**src/rtl/matmul_bt_pkg.sv**
```systemverilog
// Shared types, widths and default dimensions for the transposed-B matmul path.
package matmul_bt_pkg;

  localparam int DEF_DATA_W = 32;
  localparam int DEF_K      = 4;
  localparam int DEF_N      = 4;
  localparam int DEF_M      = 4;

  typedef enum logic [1:0] {
    LOAD_B = 2'd0,
    LOAD_A = 2'd1,
    STREAM = 2'd2
  } seq_state_e;

  // Counter width for an index range of x entries, never narrower than one bit.
  function automatic int CNT_W(input int x);
    if (x > 1) begin
      return $clog2(x);
    end else begin
      return 1;
    end
  endfunction

endpackage

```
**src/rtl/matmul_bt_operand_buf.sv**
```systemverilog
// Operand register file: one synchronous write port, one combinational read port.
module matmul_bt_operand_buf
  import matmul_bt_pkg::*;
#(
  parameter int  DATA_W = DEF_DATA_W,
  parameter int  DEPTH  = DEF_K,
  localparam int AW     = CNT_W(DEPTH)
) (
  input  logic              clk,
  input  logic              wr_en,
  input  logic [AW-1:0]     wr_addr,
  input  logic [DATA_W-1:0] wr_data,
  input  logic [AW-1:0]     rd_addr,
  output logic [DATA_W-1:0] rd_data
);

  logic [DATA_W-1:0] mem_r [DEPTH];

  // Storage write; contents are deliberately left unreset.
  always_ff @(posedge clk) begin
    if (wr_en) begin
      mem_r[wr_addr] <= wr_data;
    end
  end

  assign rd_data = mem_r[rd_addr];

endmodule

```
**src/rtl/matmul_bt_operand_sequencer.sv**
```systemverilog
// Buffers B (N x K) and one A row, then replays aligned (a[k], b[j][k]) pairs
// with end-of-dot-product, end-of-row and end-of-matrix flags.
module matmul_bt_operand_sequencer
  import matmul_bt_pkg::*;
#(
  parameter int DATA_W = DEF_DATA_W,
  parameter int K      = DEF_K,
  parameter int N      = DEF_N,
  parameter int M      = DEF_M
) (
  input  logic              clk,
  input  logic              rst_n,
  input  logic              in_valid,
  output logic              in_ready,
  input  logic [DATA_W-1:0] in_data,
  output logic              valid_out,
  input  logic              ready_out,
  output logic [DATA_W-1:0] data_a,
  output logic [DATA_W-1:0] data_b,
  output logic              last_k,
  output logic              last_row,
  output logic              last_mat
);

  localparam int NK = N * K;
  localparam int WW = CNT_W(NK);
  localparam int KW = CNT_W(K);
  localparam int NW = CNT_W(N);
  localparam int MW = CNT_W(M);

  localparam logic [WW-1:0] NK_LAST   = WW'(NK - 1);
  localparam logic [WW-1:0] K_WR_LAST = WW'(K - 1);
  localparam logic [KW-1:0] K_LAST    = KW'(K - 1);
  localparam logic [NW-1:0] N_LAST    = NW'(N - 1);
  localparam logic [MW-1:0] M_LAST    = MW'(M - 1);

  seq_state_e        state_r, state_s;
  logic [WW-1:0]     wr_idx_r, wr_idx_s;
  logic [KW-1:0]     k_r, k_s;
  logic [NW-1:0]     j_r, j_s;
  logic [MW-1:0]     i_r, i_s;
  logic              valid_r, valid_s;
  logic [DATA_W-1:0] data_a_r, data_a_s;
  logic [DATA_W-1:0] data_b_r, data_b_s;
  logic              last_k_r, last_k_s;
  logic              last_row_r, last_row_s;
  logic              last_mat_r, last_mat_s;

  logic              in_ready_s;
  logic              in_fire_s;
  logic              issue_s;
  logic              a_we_s;
  logic              b_we_s;
  logic [KW-1:0]     a_waddr_s;
  logic [WW-1:0]     b_raddr_s;
  logic [DATA_W-1:0] a_rdata_s;
  logic [DATA_W-1:0] b_rdata_s;

  assign in_ready_s = (state_r == LOAD_B) || (state_r == LOAD_A);
  assign in_fire_s  = in_valid && in_ready_s;
  assign issue_s    = (state_r == STREAM) && (!valid_r || ready_out);
  assign a_waddr_s  = KW'(wr_idx_r);
  assign b_raddr_s  = WW'(int'(j_r) * K + int'(k_r));

  matmul_bt_operand_buf #(
    .DATA_W (DATA_W),
    .DEPTH  (NK)
  ) u_b_buf (
    .clk     (clk),
    .wr_en   (b_we_s),
    .wr_addr (wr_idx_r),
    .wr_data (in_data),
    .rd_addr (b_raddr_s),
    .rd_data (b_rdata_s)
  );

  matmul_bt_operand_buf #(
    .DATA_W (DATA_W),
    .DEPTH  (K)
  ) u_a_buf (
    .clk     (clk),
    .wr_en   (a_we_s),
    .wr_addr (a_waddr_s),
    .wr_data (in_data),
    .rd_addr (k_r),
    .rd_data (a_rdata_s)
  );

  // Next-state, counter and output-register decode.
  always_comb begin
    state_s    = state_r;
    wr_idx_s   = wr_idx_r;
    k_s        = k_r;
    j_s        = j_r;
    i_s        = i_r;
    valid_s    = valid_r;
    data_a_s   = data_a_r;
    data_b_s   = data_b_r;
    last_k_s   = last_k_r;
    last_row_s = last_row_r;
    last_mat_s = last_mat_r;
    a_we_s     = 1'b0;
    b_we_s     = 1'b0;

    case (state_r)
      LOAD_B: begin
        // The last pair of the previous matrix may still be waiting here.
        if (ready_out) begin
          valid_s = 1'b0;
        end else begin
          valid_s = valid_r;
        end
        if (in_fire_s) begin
          b_we_s = 1'b1;
          if (wr_idx_r == NK_LAST) begin
            wr_idx_s = {WW{1'b0}};
            state_s  = LOAD_A;
          end else begin
            wr_idx_s = wr_idx_r + WW'(1);
          end
        end else begin
          wr_idx_s = wr_idx_r;
        end
      end

      LOAD_A: begin
        if (ready_out) begin
          valid_s = 1'b0;
        end else begin
          valid_s = valid_r;
        end
        if (in_fire_s) begin
          a_we_s = 1'b1;
          if (wr_idx_r == K_WR_LAST) begin
            wr_idx_s = {WW{1'b0}};
            k_s      = {KW{1'b0}};
            j_s      = {NW{1'b0}};
            state_s  = STREAM;
          end else begin
            wr_idx_s = wr_idx_r + WW'(1);
          end
        end else begin
          wr_idx_s = wr_idx_r;
        end
      end

      STREAM: begin
        if (issue_s) begin
          valid_s    = 1'b1;
          data_a_s   = a_rdata_s;
          data_b_s   = b_rdata_s;
          last_k_s   = (k_r == K_LAST);
          last_row_s = (k_r == K_LAST) && (j_r == N_LAST);
          last_mat_s = (k_r == K_LAST) && (j_r == N_LAST) && (i_r == M_LAST);
          if (k_r == K_LAST) begin
            k_s = {KW{1'b0}};
            if (j_r == N_LAST) begin
              j_s = {NW{1'b0}};
              if (i_r == M_LAST) begin
                i_s     = {MW{1'b0}};
                state_s = LOAD_B;
              end else begin
                i_s     = i_r + MW'(1);
                state_s = LOAD_A;
              end
            end else begin
              j_s = j_r + NW'(1);
            end
          end else begin
            k_s = k_r + KW'(1);
          end
        end else begin
          valid_s = valid_r;
        end
      end

      default: begin
        state_s  = LOAD_B;
        wr_idx_s = {WW{1'b0}};
        valid_s  = 1'b0;
      end
    endcase
  end

  // State, counters and output registers with asynchronous clear.
  always_ff @(posedge clk or negedge rst_n) begin
    if (!rst_n) begin
      state_r    <= LOAD_B;
      wr_idx_r   <= {WW{1'b0}};
      k_r        <= {KW{1'b0}};
      j_r        <= {NW{1'b0}};
      i_r        <= {MW{1'b0}};
      valid_r    <= 1'b0;
      data_a_r   <= {DATA_W{1'b0}};
      data_b_r   <= {DATA_W{1'b0}};
      last_k_r   <= 1'b0;
      last_row_r <= 1'b0;
      last_mat_r <= 1'b0;
    end else begin
      state_r    <= state_s;
      wr_idx_r   <= wr_idx_s;
      k_r        <= k_s;
      j_r        <= j_s;
      i_r        <= i_s;
      valid_r    <= valid_s;
      data_a_r   <= data_a_s;
      data_b_r   <= data_b_s;
      last_k_r   <= last_k_s;
      last_row_r <= last_row_s;
      last_mat_r <= last_mat_s;
    end
  end

  assign in_ready  = in_ready_s;
  assign valid_out = valid_r;
  assign data_a    = data_a_r;
  assign data_b    = data_b_r;
  assign last_k    = last_k_r;
  assign last_row  = last_row_r;
  assign last_mat  = last_mat_r;

endmodule
```
**config.mk**
```make
export PLATFORM = sky130hd
export DESIGN_NAME = matmul_bt_operand_sequencer
export DESIGN_NICKNAME = d
export VERILOG_FILES = /design/src/rtl/matmul_bt_pkg.sv /design/src/rtl/matmul_bt_operand_buf.sv /design/src/rtl/matmul_bt_operand_sequencer.sv
export SDC_FILE = /design/constraint.sdc
export NUM_CORES = 1
export LEC_CHECK = 0
export ABC_AREA = 1
export CAP_MARGIN = 20
export CORE_ASPECT_RATIO = 0.8
export CORE_MARGIN = 3
export CORE_UTILIZATION = 61
export DETAILED_ROUTE_END_ITERATION = 7
export GPL_ROUTABILITY_DRIVEN = 0
export PLACE_DENSITY_LB_ADDON = 0.3
export SLEW_MARGIN = 20
export SYNTH_ARGS = -nofsm -noshare
export SYNTH_HDL_FRONTEND = slang
export SYNTH_SLANG_ARGS = --single-unit
```
**constraint.sdc**
```tcl
create_clock -name clk -period 4.8 [get_ports clk]
set_input_delay 0.72 -clock clk [delete_from_list [all_inputs] [get_ports clk]]
set_output_delay 0.72 -clock clk [all_outputs]
set_load 0.01 [all_outputs]
```
==> impl_metrics.json, run 1 <==
{
  "antenna_violations_before_repair": 0,
  "first_global_vias": 18550,
  "global_route.overflow_total": 0,
  "die_area_um2": 49330,
  "worstPathArrival_ps": 3470,
  "drt_iter0_drc": 2241,
  "clk_root_buffer_cell": "sky130_fd_sc_hd__clkbuf_16",
  "clock_insertion_delay_worst_skew_ps": 600,
  "ys_ff_latch": 720,
  "final-setup-viol-count": 0,
  "synth_top_flop_cell": "sky130_fd_sc_hd__edfxtp_1",
  "syn_inst": 2395,
  "vias": 18830,
  "ioPinCount": 105,
  "count_of_instances_resized_after_the_clock_tree_is_built": 0,
  "synth.largest_area_cell": "sky130_fd_sc_hd__edfxtp_1",
  "async_flop_share_pct": 11.11,
  "crit_path_end_kind": "flop",
  "worst_tran_pin_value_ps": 1089,
  "place.detailed.hpwl_um": 39120,
  "num_rows": 70,
  "worst-r2r-cell-count": 6,
  "cts_sinks": 720,
  "placed_area_um2": 30000,
  "grt_max_degree": 198,
  "synth-edff-count": 640,
  "postLayoutCellArea_um2": 32220,
  "hold_wc_path_type": "in -> async",
  "drt_first_pass_iters": 8,
  "hold_violations": 0,
  "drc_markers": 0,
  "fp.dieW_um": 247.6,
  "maxSlewHeadroom_pct": 27.18,
  "nNetsFinal": 2506,
  "total_leakage_power_uw": 0.01180,
  "drt.antenna.violating_nets": 0,
  "ir_worst_vdd_uv": 334.4,
  "number_of_levels_the_h_tree_was_split_into": 3,
  "cts.clk_slew.worst_paths_ps": 60,
  "fillers": 3028,
  "synth_most_common_cell": "sky130_fd_sc_hd__nand2_1",
  "timing.final.crit_period_ps": 3198,
  "final_util_pct": 70.22,
  "max-clock-path-buffers": 3,
  "cts_tree": "yes",
  "critPathRequiredTime_ps": 5070,
  "synth_largest_type_area_fraction_pct": 67.48,
  "post_synth_instance_area_um2": 28480,
  "criticalPathCategory": "in -> reg",
  "initial_core_util_pct": 62.05,
  "run_status": "finished clean",
  "max_cap_violations": 0,
  "final_min_period_over_clock_period_pct": 66.63,
  "yosys-top-cells-count": "801 x sky130_fd_sc_hd__nand2_1, 640 x sky130_fd_sc_hd__edfxtp_1, 393 x sky130_fd_sc_hd__nand3_1",
  "fin_setup_tns_ps": 0,
  "post_cts_hold_buffer_count": 0,
  "grt_usage_pct": 28.53,
  "avgRoutedWirePerCell_um": 22.15,
  "design.core.area_um2": 45890,
  "synthesis.nets": 2439,
  "grt_first_pass_wirelength_um": 106100,
  "sequential_cell_area_um2": 21230,
  "place.port_buffers": 104,
  "layout-area-overhead-vs-synth_pct": 13.15,
  "antenna_cells_inserted": 0,
  "timing.clock.skew_ps": 22.47,
  "slew_viol_final": 0,
  "power_density_over_the_cells_nw_per_um2": 547.1,
  "rsz0062_at_grt": "false",
  "peak_fanout_along_the_critical_path": 20,
  "max_freq_mhz": 312.7,
  "viasPerCell": 6.024,
  "synth_cell_types": 24,
  "seq_area_frac_synth_pct": 74.51,
  "tritoncts.num_buffers": 66,
  "multi_input_area_um2": 6574,
  "yosys-top-cells-area": "sky130_fd_sc_hd__edfxtp_1 67%, sky130_fd_sc_hd__nand2_1 11%, sky130_fd_sc_hd__dfrtp_1 7.0%",
  "setup.worst_path.start_class": "primary input",
  "fp.dieH_um": 199.3,
  "cts.repair_timing.setup_buffer_count": 0,
  "detail_route.wirelength_um": 69210,
  "yosysWarnings": 0,
  "postSynthAreaPerCell_um2": 11.89,
  "drive_above_1_share_pct": 6.208
}
## cell families (layout without fill, tap and decap cells)
family	Yosys count	after routing	synth area share (%)
xor gates and xnor gates	2	2	0.06152
adders and majority gates	8	8	0.3515
buffers and inverters	167	285	2.913
DFF	720	720	74.51
and+or+nand+nor	1383	1383	19.99
AOI/OAI and AO/OA	115	115	2.170
## state kept, by name, summed over array words and instances, names as in the netlist
name / cells
last_mat: 1
data_b: 32
wr_idx_r: 4
i_r: 2
last_k: 1
last_row: 1
u_a_buf.mem_r: 128
state_r: 2
k_r: 2
j_r: 2
data_a: 32
valid_out: 1
u_b_buf.mem_r: 512
## area by class of cell
class	count	share of cell area, %
Inverter	27	0.3456
Timing Repair Buffer	139	4.442
Clock buffer	89	5.715
Multi-Input combinational cell	1508	20.40
Clock inverter	30	0.8426
Tap cell	612	2.376
Sequential cell	720	65.88
## path summary, 6_finish.rpt
kind / start / end / slack (ps)
max: in_valid / u_b_buf.mem_r[6][9] / 1600
min: rst_n / data_a[19] / 110
max reg2reg: state_r[1] / u_b_buf.mem_r[6][9] / 1880
min reg2reg: last_k / last_k / 480
max in group asynchronous: rst_n / k_r[1] / 3560
min in group clk: last_k / last_k / 480
## worst max-delay path, stage by stage
cell and delay, ps:
sky130_fd_sc_hd__clkdlybuf4s50_1 560, sky130_fd_sc_hd__inv_1 100, sky130_fd_sc_hd__nor2_1 230, sky130_fd_sc_hd__inv_1 130, sky130_fd_sc_hd__nor2_1 320, sky130_fd_sc_hd__nand2_1 330
sky130_fd_sc_hd__nor2_4 700, sky130_fd_sc_hd__buf_4 370
## report_power, final
part | leakage (uW) | switching, uW | internal, uW
sequential | 0.00672 | 335 | 7390
combinational | 0.00404 | 3190 | 1540
clock | 0.00104 | 2200 | 2970
## through the flow
| stage | power [uW] | instances | setup slack, ps | hold slack (ps) |
|---|---|---|---|---|
| final | 17630 | 3125 | 1602 | 109.7 |
| after CTS | 17620 | 3121 | 1670 | 113.6 |
| after global placement | 12340 | 3002 | 1109 | 461.8 |
| after global routing | 18440 | 3125 | 1500 | 136.6 |
| after detailed placement | 12490 | 3002 | 1048 | 464.3 |
| after floorplan | 10670 | 2395 | 853.6 | 424.4 |
## routing by layer
metal	track usage (%)	up-vias	share of wire, %	wire length [um]
met5	0	-	0	0
met4	9.224	0	2.5	1717
met1	39.03	9221	39	26940
met2	47.36	1023	49	33950
met3	5.125	136	9.5	6591
li1	-	8445	-	-
## layout by cell type, fill, tap and decap left out, drive strengths merged
cell / count
a21oi: 2
a31oi: 32
buf: 36
bufinv: 5
clkbuf: 89
clkdlybuf4s50: 103
clkinv: 22
clkinvlp: 1
dfrtp: 80
edfxtp: 640
ha: 8
inv: 29
nand2: 801
nand3: 393
nor2: 187
nor3: 2
o21ai: 79
o22ai: 2
xnor2: 1
xor2: 1
Note: power is estimated with default switching activity, not from simulation.
==> run 2, diff against run 1 <==
clock period = 3 ns   (was 4.8 ns; I/O delays follow)
==> impl_metrics.json, run 2 (synthesis gave the netlist of run 1 again) <==
{
  "drt.antenna.violating_nets": 0,
  "vias": 18790,
  "postLayoutCellArea_um2": 32760,
  "drt_first_pass_iters": 5,
  "worst-r2r-cell-count": 10,
  "tritoncts.num_buffers": 68,
  "setup.worst_path.start_class": "flop",
  "largest_registers": "u_b_buf.mem_r (512), u_a_buf.mem_r (128)",
  "avgRoutedWirePerCell_um": 21.21,
  "critical_path_depth": 2,
  "setup_ws_pre_cts_ps": 306.2,
  "final_min_period_over_clock_period_pct": 75.43,
  "power_density_over_the_cells_nw_per_um2": 869.0,
  "max-clock-path-buffers": 3,
  "cts_sinks": 720,
  "criticalPathCategory": "reg -> out",
  "grt_first_pass_wirelength_um": 103900,
  "rsz0062_at_grt": "false",
  "max_freq_mhz": 441.9,
  "fp.dieH_um": 199.3,
  "ir_worst_vdd_uv": 624.6,
  "hold_wc_path_type": "in -> async",
  "design.core.area_um2": 45890,
  "wl_met2_um": 33670,
  "cpLargestDelayFamily": "buffers and inverters",
  "peak_fanout_along_the_critical_path": 7,
  "place.port_buffers": 104,
  "final-setup-viol-count": 0,
  "layout_commonest_cell": "sky130_fd_sc_hd__nand2_1",
  "max_cap_violations": 0,
  "hold_violations": 0,
  "place.detailed.hpwl_um": 38780,
  "timing.final.crit_period_ps": 2263,
  "final.setup.worst_slack_ps": 737.2,
  "met3_length_um": 5137,
  "totalPowerFinal_uw": 28470,
  "fp.dieW_um": 247.6,
  "num_rows": 70,
  "critPathRequiredTime_ps": 2550,
  "largest-register": "u_b_buf.mem_r",
  "antenna_violations_before_repair": 0,
  "nNetsFinal": 2539,
  "cts.repair_timing.setup_buffer_count": 0,
  "buffer_and_inverter_count_on_the_worst_path": 2,
  "die_area_um2": 49330,
  "timing.clock.skew_ps": 15.88,
  "clock_insertion_delay_worst_skew_ps": 590,
  "ioPinCount": 105,
  "number_of_levels_the_h_tree_was_split_into": 3,
  "critPathMaxStageDelay_ps": 570,
  "cts.clk_slew.worst_paths_ps": 60,
  "worst_tran_pin_value_ps": 1002,
  "worstPathCellList": "inv_1, clkdlybuf4s50_1",
  "placed_area_um2": 30540,
  "grt_max_degree": 162,
  "grt_usage_pct": 27.64,
  "final_cell_mix": "801 x sky130_fd_sc_hd__nand2_1, 640 x sky130_fd_sc_hd__edfxtp_1, 393 x sky130_fd_sc_hd__nand3_1",
  "initial_core_util_pct": 62.05,
  "slew_viol_final": 0,
  "drive_above_1_share_pct": 7.460,
  "maxSlewHeadroom_pct": 32.98,
  "highest_layer": "met4",
  "drt-met1-wl_um": 26110,
  "clk_root_buffer_cell": "sky130_fd_sc_hd__clkbuf_16",
  "fillers": 2990,
  "cts_tree": "yes",
  "drc_markers": 0,
  "antenna_cells_inserted": 0,
  "run_status": "finished clean",
  "drt_iter0_drc": 1935,
  "total_leakage_power_uw": 0.01205,
  "layout-area-overhead-vs-synth_pct": 15.05,
  "first_global_vias": 18400,
  "crit_path_end_kind": "output pin",
  "crit_path_top_delay_cell": "sky130_fd_sc_hd__clkdlybuf4s50_1",
  "fin_worst_hold_slack_ps": 436.7,
  "worstPathArrival_ps": 1810,
  "final_util_pct": 71.39,
  "global_route.overflow_total": 0,
  "largest_register_ffs": 512,
  "detail_route.wirelength_um": 67000,
  "viasPerCell": 5.947
}
-- run 2: cell types whose count changed in the layout (fill, tap and decap cells not counted), moves of 3 or more --
cell / previous run / this run
sky130_fd_sc_hd__clkinv_1: 11 / 8
sky130_fd_sc_hd__clkbuf_8: 4 / 9
sky130_fd_sc_hd__buf_4: 28 / 39
sky130_fd_sc_hd__buf_12: 4 / 27
sky130_fd_sc_hd__buf_16: 4 / 0
-- run 2: through the flow --
stage	cells	TNS [ps]
after global placement	3036	0
after detailed placement	3036	0
after CTS	3159	0
after floorplan	2395	-43290
final	3159	0
after global routing	3159	0
-- run 2: layout make-up --
class	instances	area, um2	area share (%)
tap	612	765.7	2.337
clock buffer	98	1968	6.007
sequential	720	21230	64.79
timing repair buffer	170	1874	5.721
inverter	27	111.4	0.3399
clock inverter	24	241.5	0.7370
multi-input combinational	1508	6574	20.06
-- run 2: final timing paths --
check	end	startpoint	slack [ps]
min in group clk	data_b[14]	data_b[14]	470
max reg2reg	data_b[4]	k_r[0]	820
min reg2reg	data_b[14]	data_b[14]	470
max	in_ready	state_r[1]	740
max in group asynchronous	data_b[1]	rst_n	1860
min	data_a[16]	rst_n	440
-- run 2: timing repair --
item,CTS,global route
hold endpoints to repair,42,0
gates resized for setup,0,0
hold buffers,1,0
-- run 2: power by group --
group	switching, uW	leakage, uW	internal, uW
registers	393	0.00672	11800
logic	5140	0.00425	2590
clock network	3540	0.00108	4990
-- run 2: worst register-to-register path, cell delays in order (launching register included) --
cell and delay, ps:
sky130_fd_sc_hd__dfrtp_4 460, sky130_fd_sc_hd__buf_12 400, sky130_fd_sc_hd__buf_4 480, sky130_fd_sc_hd__nand2_1 110
sky130_fd_sc_hd__nand3_1 110, sky130_fd_sc_hd__nand3_1 90, sky130_fd_sc_hd__nand2_1 110, sky130_fd_sc_hd__nand2_1 130
sky130_fd_sc_hd__nand2_1 110, sky130_fd_sc_hd__nand2_1 50, sky130_fd_sc_hd__nand2_1 70
-- run 2: layer usage --
layer / GRT usage (%) / vias to the layer above
met4: 9.397 / 0
met3: 4.266 / 158
met2: 46.77 / 902
li1: - / 8506
met5: 0 / -
met1: 37.24 / 9222
